===== src/rtl/sync_up_counter_pkg.sv =====
// Shared constants for the synchronous up-counter family.
package counter_pkg;
  localparam int unsigned COUNT_MODE_WRAP   = 0;
  localparam int unsigned COUNT_MODE_SAT    = 1;
  localparam int unsigned DEFAULT_WIDTH     = 4;
  localparam int unsigned DEFAULT_MAX_COUNT = (1 << DEFAULT_WIDTH) - 1;
endpackage


===== src/rtl/sync_up_counter_if.sv =====
// Control/status bundle between a counter stage and whatever drives it.
interface sync_up_counter_if #(
  parameter int unsigned WIDTH = counter_pkg::DEFAULT_WIDTH
);
  logic             en;
  logic             clr;
  logic             load;
  logic [WIDTH-1:0] load_val;
  logic [WIDTH-1:0] out;
  logic             tc;
  logic             wrap;
  logic             ovf;

  modport master (output en, clr, load, load_val, input out, tc, wrap, ovf);
  modport slave  (input en, clr, load, load_val, output out, tc, wrap, ovf);
endinterface


===== src/rtl/up_count_bit.sv =====
// One counter bit: D flip-flop with clear > load > toggle next-state mux.
module up_count_bit (
  input  logic clk,
  input  logic rst,
  input  logic toggle_in,
  input  logic clr,
  input  logic load,
  input  logic load_bit,
  output logic q
);
  logic d;

  always_comb begin
    d = q;
    if (clr)            d = 1'b0;
    else if (load)      d = load_bit;
    else if (toggle_in) d = ~q;
  end

  always_ff @(posedge clk or negedge rst) begin
    if (!rst) q <= 1'b0;
    else      q <= d;
  end
endmodule


===== src/rtl/sync_up_counter.sv =====
// Up-counter built from per-bit toggle slices, with terminal detect,
// load clamping, wrap/saturate handling and a sticky overflow flag.
module sync_up_counter
  import counter_pkg::*;
#(
  parameter int unsigned WIDTH     = DEFAULT_WIDTH,
  parameter int unsigned MAX_COUNT = DEFAULT_MAX_COUNT,
  parameter int unsigned SATURATE  = COUNT_MODE_WRAP
) (
  input  logic              clk,
  input  logic              rst,
  sync_up_counter_if.slave  cnt
);
  localparam logic [WIDTH-1:0] MAX_V    = WIDTH'(MAX_COUNT);
  localparam logic             SAT_MODE = (SATURATE == COUNT_MODE_SAT);

  logic [WIDTH-1:0] q;
  logic [WIDTH-1:0] load_clamped;
  logic [WIDTH-1:0] carry;
  logic             at_max;
  logic             hit_max;
  logic             roll;
  logic             slice_clr;
  logic             wrap_q;
  logic             ovf_q;

  // Terminal rollover reuses the slices' clear path, so MAX_COUNT need not
  // be all-ones; the carry chain is blocked at MAX so saturate simply holds.
  always_comb begin
    at_max       = (q == MAX_V);
    hit_max      = cnt.en & at_max & ~cnt.load & ~cnt.clr;
    roll         = hit_max & ~SAT_MODE;
    slice_clr    = cnt.clr | roll;
    load_clamped = (cnt.load_val > MAX_V) ? MAX_V : cnt.load_val;
    carry        = '0;
    carry[0]     = cnt.en & ~at_max;
    for (int unsigned i = 1; i < WIDTH; i++) begin
      carry[i] = carry[i-1] & q[i-1];
    end
  end

  for (genvar g = 0; g < WIDTH; g++) begin : g_bit
    up_count_bit u_bit (
      .clk       (clk),
      .rst       (rst),
      .toggle_in (carry[g]),
      .clr       (slice_clr),
      .load      (cnt.load),
      .load_bit  (load_clamped[g]),
      .q         (q[g])
    );
  end

  always_ff @(posedge clk or negedge rst) begin
    if (!rst) begin
      wrap_q <= 1'b0;
      ovf_q  <= 1'b0;
    end else if (cnt.clr) begin
      wrap_q <= 1'b0;
      ovf_q  <= 1'b0;
    end else begin
      wrap_q <= roll;
      if (hit_max) ovf_q <= 1'b1;
    end
  end

  assign cnt.out  = q;
  assign cnt.tc   = at_max & cnt.en;
  assign cnt.wrap = wrap_q;
  assign cnt.ovf  = ovf_q;
endmodule


===== src/flat_wrapper.sv =====
// flat-port wrapper written by rule: the top's interface ports become plain ports
module sync_up_counter_flat import counter_pkg::*;
#(
  parameter int unsigned WIDTH     = DEFAULT_WIDTH,
  parameter int unsigned MAX_COUNT = DEFAULT_MAX_COUNT,
  parameter int unsigned SATURATE  = COUNT_MODE_WRAP
)
  (clk, rst, cnt_en, cnt_clr, cnt_load, cnt_load_val, cnt_out, cnt_tc, cnt_wrap, cnt_ovf);
  sync_up_counter_if #(.WIDTH(WIDTH)) cnt_i ();
  input  logic clk;
  input  logic rst;
  input wire logic [$bits(cnt_i.en)-1:0] cnt_en;
  input wire logic [$bits(cnt_i.clr)-1:0] cnt_clr;
  input wire logic [$bits(cnt_i.load)-1:0] cnt_load;
  input wire logic [$bits(cnt_i.load_val)-1:0] cnt_load_val;
  output wire logic [$bits(cnt_i.out)-1:0] cnt_out;
  output wire logic [$bits(cnt_i.tc)-1:0] cnt_tc;
  output wire logic [$bits(cnt_i.wrap)-1:0] cnt_wrap;
  output wire logic [$bits(cnt_i.ovf)-1:0] cnt_ovf;
  assign cnt_i.en = cnt_en;
  assign cnt_i.clr = cnt_clr;
  assign cnt_i.load = cnt_load;
  assign cnt_i.load_val = cnt_load_val;
  assign cnt_out = cnt_i.out;
  assign cnt_tc = cnt_i.tc;
  assign cnt_wrap = cnt_i.wrap;
  assign cnt_ovf = cnt_i.ovf;
  sync_up_counter #(.WIDTH(WIDTH), .MAX_COUNT(MAX_COUNT), .SATURATE(SATURATE)) u_core (.clk(clk), .rst(rst), .cnt(cnt_i));
endmodule

===== config.mk =====
export PLATFORM = sky130hd
export DESIGN_NAME = sync_up_counter_flat
export DESIGN_NICKNAME = d
export VERILOG_FILES = /design/src/rtl/sync_up_counter_pkg.sv /design/src/rtl/sync_up_counter_if.sv /design/src/rtl/up_count_bit.sv /design/src/rtl/sync_up_counter.sv /design/src/flat_wrapper.sv
export SDC_FILE = /design/constraint.sdc
export NUM_CORES = 1
export LEC_CHECK = 0
export CORE_AREA = 2 2 39 41
export CTS_BUF_LIST = sky130_fd_sc_hd__clkbuf_8
export DETAILED_ROUTE_END_ITERATION = 16
export DIE_AREA = 0 0 41 43
export PLACE_DENSITY = 0.6
export SLEW_MARGIN = 20
export SYNTH_ARGS = -nofsm -noshare
export SYNTH_HDL_FRONTEND = slang
export SYNTH_SLANG_ARGS = --single-unit

===== constraint.sdc =====
create_clock -name clk -period 1.9 [get_ports clk]
set_clock_uncertainty 0.2 [all_clocks]
set_input_delay 0.38 -clock clk [delete_from_list [all_inputs] [get_ports clk]]
set_output_delay 0.38 -clock clk [all_outputs]
set_load 0.01 [all_outputs]

-- Word-level counts from Yosys, hierarchy flattened
Index checks and enable logic that the tools add are counted.
- output and inout port bits: 7
- logic and storage cells: 44
- input port bits: 9
- register bits after elaboration: 6
- reduce and logical (&&, ||, !) cells: 5
- magnitude comparators: 1
- mux-type cells: 16
- equal/unequal tests: 1
- bitwise gates (word level): 15
- operators with widths (cell ; count):
    1-bit two-way mux ; 15
    3-bit nonzero test ; 4
    1-bit AND ; 7
    1-bit inverter ; 7
    4-bit equality test (second input constant) ; 1
    4-bit greater-than comparator (second input constant) ; 1
    4-bit two-way mux ; 1
    2-bit nonzero test ; 1
    1-bit bitwise OR ; 1

-- Depth between registers and ports, before layout
- depth after elaboration: 9
- gate-level depth with buffers: 3
- gate-level depth less buffers: 3

-- Cells and area by module
A second synthesis with hierarchy kept.
- cells, all modules: 36
- area total of the unflattened synthesis: 367.9 µm²
- by module, submodules not included (module ; cells an instance ; instances ; sequential area each (µm²) ; area each (µm²)):
    up_count_bit ; 5 ; 4 ; 25.0 ; 56.3
    sync_up_counter ; 16 ; 1 ; 50.0 ; 142.6

-- Least setup slack after synthesis
No wires, ideal clock.
- path type: reg-to-reg
- from: register u_core.g_bit[0].u_bit.q
- to: register u_core.g_bit[3].u_bit.q
- data required time: 1.593 ns
- path buffers: 0
- setup slack: 0.524 ns
- cell stages (with the launch flop): 4
- setup time: 0.107 ns
- clock period less this slack: 1.376 ns
- arrival: 1.069 ns
- cell sequence: dfrtp_1 and4_4 and2_4 a2111oi_4
- elaborated cells between the ends (all ways): 12
- classes of those cells: 1 x eq/ne; 1 x mux; 9 x bitwise; 1 x reduce/logical
- RTL lines (element ; RTL line ; text):
    start: declaration ; up_count_bit.sv:9 ; output logic q
    start signal: assignment ; up_count_bit.sv:21 ; if (!rst) q <= 1'b0;
    start signal: assignment ; up_count_bit.sv:22 ; else q <= d;
    4-bit equality test * ; sync_up_counter.sv:30 ; at_max = (q == MAX_V);
    1-bit AND * ; -- ;
    via cnt_tc ; flat_wrapper.sv:17 ; output wire logic [$bits(cnt_i.tc)-1:0] cnt_tc;
    1-bit AND * (2 in a row) ; sync_up_counter.sv:31 ; hit_max = cnt.en & at_max & ~cnt.load & ~cnt.clr;
    1-bit bitwise OR * ; sync_up_counter.sv:33 ; slice_clr = cnt.clr | roll;
    3-bit nonzero test (no source line) / 1-bit two-way mux (equally long branches) ; -- ;
    end signal: assignment ; up_count_bit.sv:21 ;
    end signal: assignment ; up_count_bit.sv:22 ;
    end: declaration ; up_count_bit.sv:9 ;
The timed path passes the listed nets; every way through them passes the cells marked *.
A chain may end at the register's enable or synchronous reset.

-- Worst setup path after layout
- from: register u_core.g_bit[0].u_bit.q
- to: output cnt_out[0]
- RTL lines (element ; RTL line ; text):
    end: declaration ; flat_wrapper.sv:16 ; output wire logic [$bits(cnt_i.out)-1:0] cnt_out;
No word-level cell between the ends.

==> results by group <==
Cells and area
  • Fillers: 145
  • Layout cells sized above 1: 27.5%
  • Storage cell area: 150 um^2
  • Multi-input gate area: 139 um^2
  • N_diodes: 0
  • Leading cell types in the layout, fill and taps excluded: 13 x clkdlybuf4s50_1, 6 x buf_4, 6 x dfrtp_1
  • Final instance area: 557 um^2
  • Layout Nets: 62
  • Area delta synth->final: 70.5%
  • Most common cell after layout, fill and taps aside: clkdlybuf4s50_1

Critical path
  • R2R depth: 4
  • Crit-path max FO: 4
  • Worst r2r src: u_core.g_bit[1].u_bit.q
  • CP startpoint kind: register
  • WP data arrival: 1.22 ns
  • Crit path kind: reg -> out
  • Reg-to-Reg End: u_core.g_bit[3].u_bit.q
  • CP required: 1.32 ns
  • CP Capture Type: output pin
  • Setup slack, reg-to-reg: 0.43 ns

Route
  • Wl on met1: 300 um
  • Post-Route WL: 680 um
  • Avg WL per Cell: 10.1 um
  • Vias/cell: 4.19
  • Via total after detailed routing: 281
  • Metal2 WL: 307 um
  • Routed wl met3: 73 um
  • Top Layer Used: met3
  • DR DRC count: 0
  • Antenna Nets Post-Route: 0
  • DR pass1 iterations: 3
  • Drt initial violations: 3

Clocking
  • # Post-CTS Setup Buffers: 0
  • Root Buffer: clkbuf_8
  • CTS tree: done
  • Clock sinks: 6
  • Clock slew at reported path FFs: 0.03 ns
  • CTS buffer count: 3
  • Worst-Skew Late Latency: 0.22 ns
  • H-tree level count: 1
  • Clk buf depth: 2
  • Hold Buf Count CTS: 0

Global route
  • Largest net degree at the start of global routing: 10
  • Gr usage total: 10.8%
  • Initial antenna violation count: 0
  • Number of global-route vias before repair: 296
  • Global route overflow: 0
  • First-pass GRT wire length: 1190 um

Floorplan
  • Initial core utilization: 23.6%
  • Die Width: 41 um
  • Row count: 14
  • Total die area: 0.00176 mm^2
  • Core ar.: 0.00138 mm^2
  • Die H: 43 um
  • Top Ports: 16

Timing
  • Max-slew headroom: 78.6%
  • Setup_tns: 0 ns
  • Worst setup margin: 0.0970 ns
  • RSZ-0062 raised after global routing: false
  • Final worst path period need: 1.80 ns
  • Slew Viols, Final: 0
  • Fmax: 0.555 GHz
  • Hold Vio Cnt, Final: 0
  • Period Utilization, post-route: 94.9%
  • Finish-stage setup viols: 0
  • Worst-Margin Slew: 0.318 ns

Pwr
  • Pwr Density: 712 mW/mm^2
  • Leakage: 0.000265 uW
  • Internal cell power: 313 uW
  • Clock network fraction of total power: 47.0%
  • PnR Total Power: 396 uW
  • Net Sw Power: 83.4 uW
  • Comb pwr share: 17.9%
  • Seq pwr share: 35.1%
  • Maximum vdd drop: 0.000415 V
  • Switching power share of the total: 21.1%

Logic synthesis
  • Register area share after synthesis: 46.0%
  • Mapped Cells: 31
  • Ys Warns: 0
  • Post-synthesis register bit count: 6
  • Syn_nets: 40
  • Mean Syn Cell Area: 10.5 um^2
  • Unique masters post-synth: 17
  • Synthesized area: 327 um^2

Placement
  • Placed Area: 512 um^2
  • IO buf count: 15
  • Pre-CTS setup slack: -0.408 ns
  • Detail Placement HPWL: 559 um
  • Final GP Congestion: 0.648

Run
  • Max-Cap Viols: 0

Min path
  • Path type of the worst min-delay path: in -> async

Outcome
  • Status: finished, final reports clean
registers in the layout (all words and copies together), names as in the netlist:
signal and flops:
u_core.g_bit.u_bit.q 4, u_core.cnt.wrap 1, u_core.cnt.ovf 1
critical path: stages, from the launching register on:
cell             delay (ns)
dfrtp_1                0.35
buf_4                  0.13
clkdlybuf4s50_1        0.52
worst max path at each step:
stage	startpoint	endpoint	slack, ns	cells past startpoint
3_3_place_gp	cnt_en	cnt_tc	-0.40	4
2_1_floorplan	u_core.g_bit[0].u_bit.q	cnt_tc	0.52	2
6_report	u_core.g_bit[0].u_bit.q	cnt_out[0]	0.1	2
3_5_place_dp	cnt_en	cnt_tc	-0.41	4
5_1_grt	u_core.g_bit[1].u_bit.q	cnt_out[1]	0.05	2
4_1_cts	cnt_en	cnt_tc	0.02	4
metal layers:
layer / vias up / global-route usage, %
met5: - / 0
met4: 0 / 6.00
met3: 0 / 6.28
met2: 13 / 14.7
met1: 123 / 12.7
li1: 145 / -
cell families (layout without fill, tap and decap cells):
logic type,Yosys count,count (layout),share of synthesized area [%]
AOI/OAI and AO/OA,7,7,20.7
xor gates and xnor gates,2,2,5.36
buffers and inverters,6,26,11.5
DFF,6,6,46.0
and+or+nand+nor,10,10,16.5
repair_timing:
action,CTS,global route
setup endpoints to repair,1,1
gates cloned,0,0
pin swaps,0,0
hold endpoints to repair,0,0
gates resized for setup,5,1
layout make-up:
type                       instances  share of cell area [%]
timing repair buffer              21                    35.7
sequential                         6                    27.0
multi-input combinational         19                    24.9
clock buffer                       3                    7.42
tap                               16                    3.60
inverter                           2                    1.35
per-stage QoR:
stage / util [%] / hold slack [ns] / instances
floorplan: - / -0.116 / 31
finish: 40.2 / 0.204 / 67
CTS: 40.1 / 0.218 / 67
global route: 40.2 / 0.220 / 67
global placement: 37.0 / 0.284 / 64
detailed placement: 37.0 / 0.287 / 64
cells in the mapped netlist:
cell       instances  area, um^2
a2111oi_4          1        27.5
a211oi_1           1        7.51
a21oi_1            1        5.00
a31oi_1            2        12.5
and2_4             1        8.76
and3_1             1        6.26
and4_4             1        11.3
buf_4              4        30.0
dfrtp_1            6         150
inv_1              1        3.75
inv_2              1        3.75
nand2_1            3        11.3
nor2_1             3        11.3
nor3_1             1        5.00
o211a_1            1        10.0
o21ai_1            1        5.00
xor2_1             2        17.5
power by group through the flow:
| stage | Clock (uW) | Combinational [uW] | Sequential, uW |
|---|---|---|---|
| finish | 186 | 70.8 | 139 |
| global placement | 0 | 71.3 | 141 |
| global route | 203 | 77.7 | 140 |
| floorplan | 0 | 31.6 | 142 |
| detailed placement | 0 | 72.3 | 140 |
| CTS | 191 | 72.5 | 139 |
Note: power is estimated with default switching activity, not from simulation.
